File: config.mk
export PLATFORM = sky130hd
export DESIGN_NAME = cdda_serializer
export DESIGN_NICKNAME = d
export VERILOG_FILES = /design/src/rtl/cdda_pkg.sv /design/src/rtl/cdda_fifo.sv /design/src/rtl/cdda_serializer.sv
export SDC_FILE = /design/constraint.sdc
export NUM_CORES = 1
export LEC_CHECK = 0
export BUFFER_PORTS_ARGS = -buffer_cell sky130_fd_sc_hd__buf_2
export CAP_MARGIN = 20
export CORE_AREA = 2 2 250 252
export CTS_CLUSTER_DIAMETER = 150
export DETAILED_ROUTE_END_ITERATION = 10
export DIE_AREA = 0 0 252 254
export PLACE_DENSITY = 0.55
export SYNTH_ARGS = -nofsm -noshare
export SYNTH_HDL_FRONTEND = slang
export SYNTH_SLANG_ARGS = --single-unit
File: constraint.sdc
create_clock -name clk -period 8.2 [get_ports clk]
set_input_delay 0.82 -clock clk [delete_from_list [all_inputs] [get_ports clk]]
set_output_delay 0.82 -clock clk [all_outputs]
set_load 0.01 [all_outputs]
File: src/rtl/cdda_pkg.sv
// Shared constants for the CD-DA serializer.
// Register map, CTRL/STATUS bit positions, frame width.
package cdda_pkg;

  localparam int FRAME_W = 32;

  localparam logic [1:0] REG_DATA   = 2'd0;
  localparam logic [1:0] REG_CTRL   = 2'd1;
  localparam logic [1:0] REG_STATUS = 2'd2;
  localparam logic [1:0] REG_LEVEL  = 2'd3;

  localparam int CTRL_EN    = 0;
  localparam int CTRL_IRQEN = 1;
  localparam int CTRL_FLUSH = 7;

  localparam int ST_EMPTY    = 0;
  localparam int ST_FULL     = 1;
  localparam int ST_UNDERRUN = 2;
  localparam int ST_OVERFLOW = 3;
  localparam int ST_LOW      = 4;

endpackage

File: src/rtl/cdda_fifo.sv
// Synchronous FIFO of stereo frames, show-ahead read.
// Ports: clk, nrst, push/wdata, pop/rdata, flush, full, empty, count.
module cdda_fifo
  import cdda_pkg::*;
#(
  parameter int DEPTH_LOG2 = 4
) (
  input  logic               clk,
  input  logic               nrst,
  input  logic               push,
  input  logic [FRAME_W-1:0] wdata,
  input  logic               pop,
  output logic [FRAME_W-1:0] rdata,
  input  logic               flush,
  output logic               full,
  output logic               empty,
  output logic [DEPTH_LOG2:0] count
);

  localparam int DEPTH = 1 << DEPTH_LOG2;

  logic [FRAME_W-1:0]    mem [DEPTH];
  logic [DEPTH_LOG2-1:0] wptr;
  logic [DEPTH_LOG2-1:0] rptr;
  logic                  do_push;
  logic                  do_pop;

  assign empty = (count == '0);
  assign full  = (count == (DEPTH_LOG2+1)'(DEPTH));
  assign rdata = mem[rptr];

  // A pop frees a slot in the same cycle, so a push into a full
  // FIFO is still taken when it coincides with a pop.
  assign do_pop  = pop & ~empty;
  assign do_push = push & (~full | do_pop);

  always_ff @(posedge clk or negedge nrst) begin
    if (!nrst) begin
      wptr  <= '0;
      rptr  <= '0;
      count <= '0;
    end else if (flush) begin
      wptr  <= '0;
      rptr  <= '0;
      count <= '0;
    end else begin
      if (do_push) wptr <= wptr + 1'b1;
      if (do_pop)  rptr <= rptr + 1'b1;
      unique case ({do_push, do_pop})
        2'b10:   count <= count + 1'b1;
        2'b01:   count <= count - 1'b1;
        default: count <= count;
      endcase
    end
  end

  always_ff @(posedge clk) begin
    if (do_push && !flush) mem[wptr] <= wdata;
  end

endmodule

File: src/rtl/cdda_serializer.sv
// CD-DA output stage: byte window -> frame FIFO -> BCLK/LRCK/SDAT.
// Ports: AVR SRAM bus (sram_*), irq, serial audio (bclk, lrck, sdat).
module cdda_serializer
  import cdda_pkg::*;
#(
  parameter int DEPTH_LOG2 = 4,
  parameter int BCLK_HALF  = 16,
  parameter int IRQ_LEVEL  = 4
) (
  input  logic       clk,
  input  logic       nrst,
  input  logic [1:0] sram_a,
  input  logic [7:0] sram_d_in,
  output logic [7:0] sram_d_out,
  input  logic       sram_cs,
  input  logic       sram_oe,
  input  logic       sram_we,
  output logic       sram_wait,
  output logic       irq,
  output logic       bclk,
  output logic       lrck,
  output logic       sdat
);

  localparam int HW = (BCLK_HALF > 1) ? $clog2(BCLK_HALF) : 1;

  logic                wr_prev;
  logic                wr_hit;
  logic                wr;
  logic                wr_data;
  logic                wr_ctrl;
  logic                wr_stat;
  logic                flush;
  logic                en;
  logic                irqen;
  logic                udr;
  logic                ovf;
  logic [1:0]          bidx;
  logic [7:0]          b0;
  logic [7:0]          b1;
  logic [7:0]          b2;
  logic                frame_done;
  logic [FRAME_W-1:0]  frame_w;
  logic [FRAME_W-1:0]  rdata;
  logic                full;
  logic                empty;
  logic [DEPTH_LOG2:0] count;
  logic                low;
  logic                phase0;
  logic                pop_ok;
  logic [HW-1:0]       hcnt;
  logic [5:0]          slot;
  logic [FRAME_W-1:0]  word;
  logic [FRAME_W-1:0]  load;
  logic [FRAME_W-1:0]  cur;

  // The AVR strobe spans two clocks; take only its first cycle.
  assign wr_hit  = sram_cs & sram_we;
  assign wr      = wr_hit & ~wr_prev;
  assign wr_data = wr & (sram_a == REG_DATA);
  assign wr_ctrl = wr & (sram_a == REG_CTRL);
  assign wr_stat = wr & (sram_a == REG_STATUS);
  assign flush   = wr_ctrl & sram_d_in[CTRL_FLUSH];

  // Byte order L-lo, L-hi, R-lo, R-hi; the 4th byte is live on the bus.
  assign frame_done = wr_data & (bidx == 2'd3);
  assign frame_w    = {b1, b0, sram_d_in, b2};

  assign low       = (count <= (DEPTH_LOG2+1)'(IRQ_LEVEL));
  assign phase0    = en & (slot == '0) & (hcnt == '0);
  assign pop_ok    = phase0 & ~empty;
  assign load      = empty ? '0 : rdata;
  assign cur       = phase0 ? load : word;
  assign sram_wait = 1'b0;

  cdda_fifo #(
    .DEPTH_LOG2(DEPTH_LOG2)
  ) u_fifo (
    .clk   (clk),
    .nrst  (nrst),
    .push  (frame_done),
    .wdata (frame_w),
    .pop   (phase0),
    .rdata (rdata),
    .flush (flush),
    .full  (full),
    .empty (empty),
    .count (count)
  );

  always_ff @(posedge clk or negedge nrst) begin
    if (!nrst) begin
      wr_prev <= 1'b0;
      en      <= 1'b0;
      irqen   <= 1'b0;
      udr     <= 1'b0;
      ovf     <= 1'b0;
      bidx    <= 2'd0;
      b0      <= 8'd0;
      b1      <= 8'd0;
      b2      <= 8'd0;
      irq     <= 1'b0;
    end else begin
      wr_prev <= wr_hit;
      irq     <= irqen & en & low;
      if (wr_ctrl) begin
        en    <= sram_d_in[CTRL_EN];
        irqen <= sram_d_in[CTRL_IRQEN];
      end
      if (flush) begin
        bidx <= 2'd0;
      end else if (wr_data) begin
        unique case (bidx)
          2'd0:    b0 <= sram_d_in;
          2'd1:    b1 <= sram_d_in;
          2'd2:    b2 <= sram_d_in;
          default: ;
        endcase
        bidx <= bidx + 2'd1;
      end
      if (phase0 && empty)
        udr <= 1'b1;
      else if (wr_stat && sram_d_in[ST_UNDERRUN])
        udr <= 1'b0;
      if (frame_done && full && !pop_ok)
        ovf <= 1'b1;
      else if (wr_stat && sram_d_in[ST_OVERFLOW])
        ovf <= 1'b0;
    end
  end

  // slot counts BCLK half-periods: slot[0] is bclk, slot[5:1] the
  // bit number within the frame, slot[5] the channel.
  always_ff @(posedge clk or negedge nrst) begin
    if (!nrst) begin
      hcnt <= '0;
      slot <= '0;
      word <= '0;
      bclk <= 1'b0;
      lrck <= 1'b0;
      sdat <= 1'b0;
    end else if (!en) begin
      hcnt <= '0;
      slot <= '0;
      word <= '0;
      bclk <= 1'b0;
      lrck <= 1'b0;
      sdat <= 1'b0;
    end else begin
      bclk <= slot[0];
      lrck <= slot[5];
      sdat <= cur[~slot[5:1]];
      if (phase0) word <= load;
      if (hcnt == HW'(BCLK_HALF-1)) begin
        hcnt <= '0;
        slot <= slot + 6'd1;
      end else begin
        hcnt <= hcnt + 1'b1;
      end
    end
  end

  always_comb begin
    sram_d_out = 8'd0;
    if (sram_cs && sram_oe) begin
      unique case (1'b1)
        sram_a == REG_DATA:   sram_d_out = 8'd0;
        sram_a == REG_CTRL:   sram_d_out = {6'd0, irqen, en};
        sram_a == REG_STATUS: sram_d_out = {3'd0, low, ovf, udr, full, empty};
        sram_a == REG_LEVEL:  sram_d_out = 8'(count);
        default:              sram_d_out = 8'd0;
      endcase
    end
  end

endmodule

==> results of run 1 <==
## metrics by stage
step           hold slack, ps  std cells
3_3_place_gp              471       2048
4_1_cts                   179       2167
5_1_grt                   198       2167
2_1_floorplan             447       1281
6_report                  186       2167
3_5_place_dp              491       2048
## cell type report
class / count / share of cell area
Multi-Input combinational cell: 585 / 0.226
Clock buffer: 100 / 0.0703
Tap cell: 790 / 0.0361
Timing Repair Buffer: 51 / 0.0124
Inverter: 20 / 0.00274
Clock inverter: 19 / 0.00769
Sequential cell: 602 / 0.645
## where the power goes
part	switching [mW]	internal (mW)
registers	0.391	3.73
clock network	1.18	1.75
logic	1.15	0.957
## registers in the layout, summed over array words and instances (netlist names), 4 cells and up
register / count
slot: 6
u_fifo.rptr: 4
u_fifo.count: 5
u_fifo.wptr: 4
u_fifo.mem: 512
b2: 8
hcnt: 4
b1: 8
b0: 8
word: 32
## worst max path at each step
stage,start,to,slack (ps)
3_5_place_dp,sram_a[0],u_fifo.mem[0][4]$_DFFE_PP_,4090
2_1_floorplan,sram_a[0],u_fifo.mem[6][0]$_DFFE_PP_,3990
3_3_place_gp,sram_a[0],u_fifo.mem[0][4]$_DFFE_PP_,4140
5_1_grt,slot[1]$_DFFE_PN0P_,u_fifo.mem[0][22]$_DFFE_PP_,3860
6_report,slot[1]$_DFFE_PN0P_,u_fifo.mem[0][23]$_DFFE_PP_,4110
4_1_cts,slot[1]$_DFFE_PN0P_,u_fifo.mem[0][22]$_DFFE_PP_,4110
## worst register-to-register path, delay by kind of cell (launching register included)
kind / cells / cell delay (ps)
AOI/OAI and AO/OA: 1 / 230
buffers and inverters: 4 / 1260
and+or+nand+nor: 4 / 1380
DFF: 1 / 680
adders and majority gates: 1 / 180
## cells in the final DEF (no fill, tap or decap), drive strengths merged, types with 7 or more instances in the layout
| cell type | count |
|---|---|
| a21oi | 17 |
| a221oi | 23 |
| a22oi | 34 |
| and2 | 25 |
| buf | 51 |
| clkbuf | 100 |
| clkinv | 13 |
| dfrtp | 90 |
| edfxtp | 512 |
| ha | 15 |
| inv | 21 |
| mux2 | 26 |
| mux2i | 54 |
| mux4 | 118 |
| nand2 | 59 |
| nand3 | 15 |
| nor2 | 55 |
| nor2b | 26 |
| o21ai | 11 |
| o221ai | 7 |
| o22ai | 7 |
| xnor2 | 11 |
## Yosys cell counts (10+ instances only)
cell      count  area share
clkbuf_1     24      0.0037
nor2_1       55      0.0085
inv_1        19      0.0029
ha_1         15      0.0077
and2_1       21      0.0054
a21oi_1      17      0.0035
mux2_2       26       0.012
nor2b_1      26      0.0067
a22oi_1      33       0.010
buf_2        12      0.0025
buf_4        11      0.0034
mux2i_1      54       0.022
edfxtp_1    512        0.63
a221oi_1     22      0.0079
nand3_1      15      0.0031
nand2_1      59      0.0091
dfrtp_1      90       0.093
buf_6        10      0.0046
mux4_2       96       0.089
mux4_1       22       0.024
xnor2_1      11      0.0040
o21ai_0      10      0.0021
## kinds of logic after synthesis
| family | after synthesis | share of synthesized area |
|---|---|---|
| adders and majority gates | 15 | 0.00771 |
| muxes | 198 | 0.147 |
| DFF | 602 | 0.725 |
| and+or+nand+nor | 212 | 0.0442 |
| buffers and inverters | 94 | 0.0276 |
| AOI/OAI and AO/OA | 139 | 0.0429 |
| other | 1 | 0.000154 |
| xor gates and xnor gates | 17 | 0.00612 |
## routing by layer
layer	GRT usage	routed length [µm]	vias up
met3	0.0376	3550	96
li1	-	-	5240
met2	0.293	27600	354
met5	0	0	-
met4	0.0524	1330	0
met1	0.270	26200	6452
==> out/qor.csv, run 1 <==
stage,metric,value,unit
finish,Layout area overhead,12.4,%
place,DP Worst Slack,4090,ps
clocking,CTS hold repair buffers,0,
sta,post-route setup slack,4110,ps
yosys,number of flops mapped to enable cells by yosys,512,
sta,RSZ-0062 raised after global routing,false,
yosys,yosys warns,0,
routing,DR vias,12100,
worst_setup_path,Crit path top cell by count,buf_4,
worst_setup_path,critical path type,reg2reg,
place,GP Congestion,0.783,
yosys,distinct cell type count after synthesis,69,
grt,pin count of the biggest net entering global routing,79,
min_path,worst hold path class,in2async,
finish,area of the multi-input gates,0.00618,mm²
floorplanning,Die Ht,254,µm
worst_setup_path,crit-path leading delay family,simple AND/OR/NAND/NOR gates,
clocking,Clock Latency Late Sink,590,ps
yosys,Avg Inst Size Synth,19.0,µm²
sta,fin crit period,4090,ps
yosys,"Seq/Total Area, Yosys",0.725,
routing,WL final,58.7,mm
routing,Initial DRT Pass Iterations,5,
yosys,prevailing post-synth register cell,edfxtp_1,
place,IO buf count,23,
worst_setup_path,register-to-register path setup slack,4110,ps
routing,Vias/cell,5.60,
worst_setup_path,cell depth of the worst setup path,10,
routing,Antenna Nets Post-Route,0,
worst_setup_path,worst-path fanout max,43,
grt,vias in the first global route,12400,
finish,diode count,0,
clocking,Max Root-Sink Buffers,3,
routing,# DRC,0,
outcome,outcome,"finished, final reports clean",
sta,final worst path period share,0.499,
sta,Slew headroom,0.254,
place,HPWL Detailed,31.1,mm
worst_setup_path,r2r worst-path depth,10,
grt,first-pass GRT wire length,85.8,mm
power,VDD IR max,214,µV
worst_setup_path,Critical Path Start Type,flip-flop,
worst_setup_path,WP data arrival,4310,ps
routing,Iteration-0 DRC Markers,1093,
clocking,TritonCTS Buffers,66,
sta,Total Neg Setup Slack,0,ps
worst_setup_path,r2r endpoint,u_fifo.mem[0][23]$_DFFE_PP_,
floorplanning,die footprint,0.0640,mm²
worst_setup_path,CP cell instances,"inv_1, ha_1, and3b_2, nand3_2, buf_4, a31oi_1, buf_4, nand2b_1, nor2_4, buf_4",
power,cell leakage power,9.26,nW
clocking,Worst-path clk slew,50,ps
floorplanning,Cell Rows,91,
finish,FILL cells,5198,
power,Power Density,335,mW/mm²
worst_setup_path,Bufs and invs on worst path,4,
floorplanning,core box area,0.0613,mm²
grt,antenna violations before repair,1,
sta,final hold vios,0,
finish,Final Cell Area,0.0274,mm²
yosys,synthesized cell area,0.0243,mm²
floorplanning,chip width,252,µm
yosys,post-synthesis register bit count,602,
clocking,CTS root buf,clkbuf_16,
floorplanning,IO Pins,28,
yosys,post-synthesis instance total,1278,
worst_setup_path,Critical Path Max Stage Delay,680,ps
clocking,postcts setup bufs,0,
clocking,CTS tree,done,
yosys,ys async rst share,0.150,
finish,# nets final,1356,
worst_setup_path,slowest CP cell,dfrtp_1,
clocking,H-tree depth,3,
sta,# setup viols final,0,
sta,Max Freq,0.244,GHz
sta,Final Max Tran Viols,0,
grt,grt total ovfl,0,
finish,final core occ,0.446,
worst_setup_path,CP Capture Type,flip-flop,
grt,total global-route track usage,0.188,
worst_setup_path,worst reg2reg startpoint,slot[1]$_DFFE_PN0P_,
run,Max-Cap Viols,0,
place,Post-Place Cell Area,0.0252,mm²
finish,register area,0.0176,mm²
clocking,Sink Count,602,
floorplanning,initial core utilization,0.397,
finish,fraction of layout cells with a size suffix above 1,0.218,
sta,clk_skew,26.2,ps
routing,Avg WL per Cell,27.1,µm
worst_setup_path,WP data required,8420,ps
clocking,Post-CTS Resized,0,
sta,worst-margin pin slew,1120,ps
power,overall power,9.16,mW
Note: power is estimated with default switching activity, not from simulation.
==> run 2, diff against run 1 <==
Settings changed: PLACE_DENSITY 0.55 to 0.57.
Clock period 8.2 ns to 3.75 ns, I/O delays scaled along.
==> run 2 against run 1 <==
Clock skew increased by 1.3 ps. Worst setup slack got worse by 3500 ps. Hold slack got worse by 80 ps. Power increased by 120%. Global-route usage about the same. Routed wire length increased by 0.97%. Largest power group unchanged. Flip-flop and latch count unchanged. Sequential share of layout area decreased by 0.48 points. Critical path depth decreased by 3. Cell count increased by 1.1%.
==> out/qor.csv, run 2 (synthesized netlist as in run 1, its figures left out) <==
stage,metric,value,unit
finish,Final Cell Area,0.0276,mm²
worst_setup_path,Critical Path Max Stage Delay,520,ps
clocking,Clock Latency Late Sink,640,ps
floorplanning,Die Ht,254,µm
grt,total global-route track usage,0.188,
routing,Avg WL per Cell,27.1,µm
grt,antenna violations before repair,1,
min_path,hold path start,sram_a[1],
floorplanning,IO Pins,28,
finish,fraction of layout cells with a size suffix above 1,0.227,
power,Power Density,715,mW/mm²
worst_setup_path,r2r endpoint,u_fifo.mem[11][29]$_DFFE_PP_,
place,Post-Place Cells,2071,
sta,Final Max Tran Viols,0,
min_path,worst hold path class,in2reg,
clocking,Max Root-Sink Buffers,3,
min_path,Hold Path Sink,ovf$_DFFE_PN0P_,
finish,"commonest cells after routing, fill and taps aside","512 x edfxtp_1, 96 x mux4_2, 88 x dfrtp_1",
finish,Largest register FFs,512,
finish,final core occ,0.450,
finish,FILL cells,5227,
power,VDD IR max,446,µV
finish,registers with the most flip-flops,"u_fifo.mem x512, word x32",
routing,Initial DRT Pass Iterations,5,
worst_setup_path,worst-path fanout max,23,
sta,Max Freq,0.319,GHz
grt,pin count of the biggest net entering global routing,63,
sta,worst-margin pin slew,954,ps
worst_setup_path,Critical Path Start Type,flip-flop,
finish,diode count,0,
floorplanning,initial core utilization,0.397,
worst_setup_path,slowest CP cell,nor4bb_1,
routing,DR vias,12300,
routing,WL final,59.3,mm
clocking,Post-CTS Resized,0,
worst_setup_path,register-to-register path setup slack,610,ps
grt,first-pass GRT wire length,86.6,mm
floorplanning,core box area,0.0613,mm²
place,GP Congestion,0.786,
power,cell leakage power,9.36,nW
worst_setup_path,CP Capture Type,flip-flop,
worst_setup_path,Crit path top cell by count,buf_4,
clocking,TritonCTS Buffers,61,
power,overall power,19.7,mW
outcome,outcome,"finished, final reports clean",
worst_setup_path,WP data required,4000,ps
grt,vias in the first global route,12500,
finish,"commonest non-fill, non-tap cell in the layout",edfxtp_1,
routing,Vias/cell,5.62,
worst_setup_path,worst reg2reg startpoint,wr_prev$_DFF_PN0_,
routing,Antenna Nets Post-Route,0,
worst_setup_path,critical path type,reg2reg,
floorplanning,die footprint,0.0640,mm²
sta,final hold vios,0,
routing,Iteration-0 DRC Markers,1236,
sta,fin crit period,3140,ps
place,Post-Place Cell Area,0.0256,mm²
clocking,Worst-path clk slew,60,ps
sta,post-route setup slack,612,ps
worst_setup_path,CP cell instances,"nor4bb_1, nand3b_1, a31oi_1, buf_4, nand2b_1, nor2_4, buf_4",
sta,Slew headroom,0.364,
finish,final cell count without fillers,2190,
grt,grt total ovfl,0,
floorplanning,Cell Rows,91,
place,DP Worst Slack,435,ps
sta,Hold WS,106,ps
clocking,CTS root buf,clkbuf_16,
clocking,Sink Count,602,
worst_setup_path,WP data arrival,3390,ps
worst_setup_path,r2r worst-path depth,7,
worst_setup_path,Critical path origin,wr_prev$_DFF_PN0_,
finish,Layout area overhead,13.3,%
place,IO buf count,23,
place,HPWL Detailed,33.1,mm
finish,Reg with most FFs,u_fifo.mem,
clocking,H-tree depth,2,
sta,RSZ-0062 raised after global routing,false,
sta,# setup viols final,0,
sta,Total Neg Setup Slack,0,ps
finish,# nets final,1377,
floorplanning,chip width,252,µm
sta,clk_skew,27.5,ps
routing,# DRC,0,
clocking,CTS tree,done,
sta,final worst path period share,0.837,
run,Max-Cap Viols,0,
min_path,worst hold path cell count,4,
-- run 2: power by group --
part / total [mW] / switching [mW] / internal [mW] / leakage [nW]
registers: 8.97 / 0.807 / 8.17 / 5.83
clock network: 5.89 / 2.49 / 3.40 / 0.960
logic: 4.82 / 2.60 / 2.22 / 2.57
-- run 2: cell type report --
cell class	instances	area (µm²)	area share
clock buffers	98	1800	0.0652
clock inverters	18	161	0.00586
inverters	20	75.1	0.00272
multi-input cells	585	6170	0.224
flip-flops and latches	602	17600	0.640
well taps	790	988	0.0359
repair buffers	77	731	0.0265
-- run 2: critical path, delay by kind of cell (launching register included) --
kind,cells,cell delay [ps]
flops,1,380
buf+inv,2,680
compound gates,1,180
simple gates,4,1480
-- run 2: timing repair --
item                                   in CTS  in global routing
setup buffers                               0                  0
endpoints found under the hold margin      61                  0
hold buffers                                3                  0
-- run 2: worst max path at each step --
stage                                    to  slack, ps  cells after the start
4_1_cts                      sdat$_DFF_PN0_        580                      9
2_1_floorplan    u_fifo.mem[7][0]$_DFFE_PP_        -30                      8
5_1_grt        u_fifo.mem[11][29]$_DFFE_PP_        350                      7
3_5_place_dp   u_fifo.mem[11][24]$_DFFE_PP_        440                      8
6_report       u_fifo.mem[11][29]$_DFFE_PP_        610                      7
3_3_place_gp    u_fifo.mem[11][0]$_DFFE_PP_        410                      8
-- run 2: metal layers --
metal / GRT usage / wire length [µm]
met5: 0 / 0
met4: 0.0487 / 1180
met3: 0.0296 / 3320
met2: 0.304 / 28400
met1: 0.268 / 26400
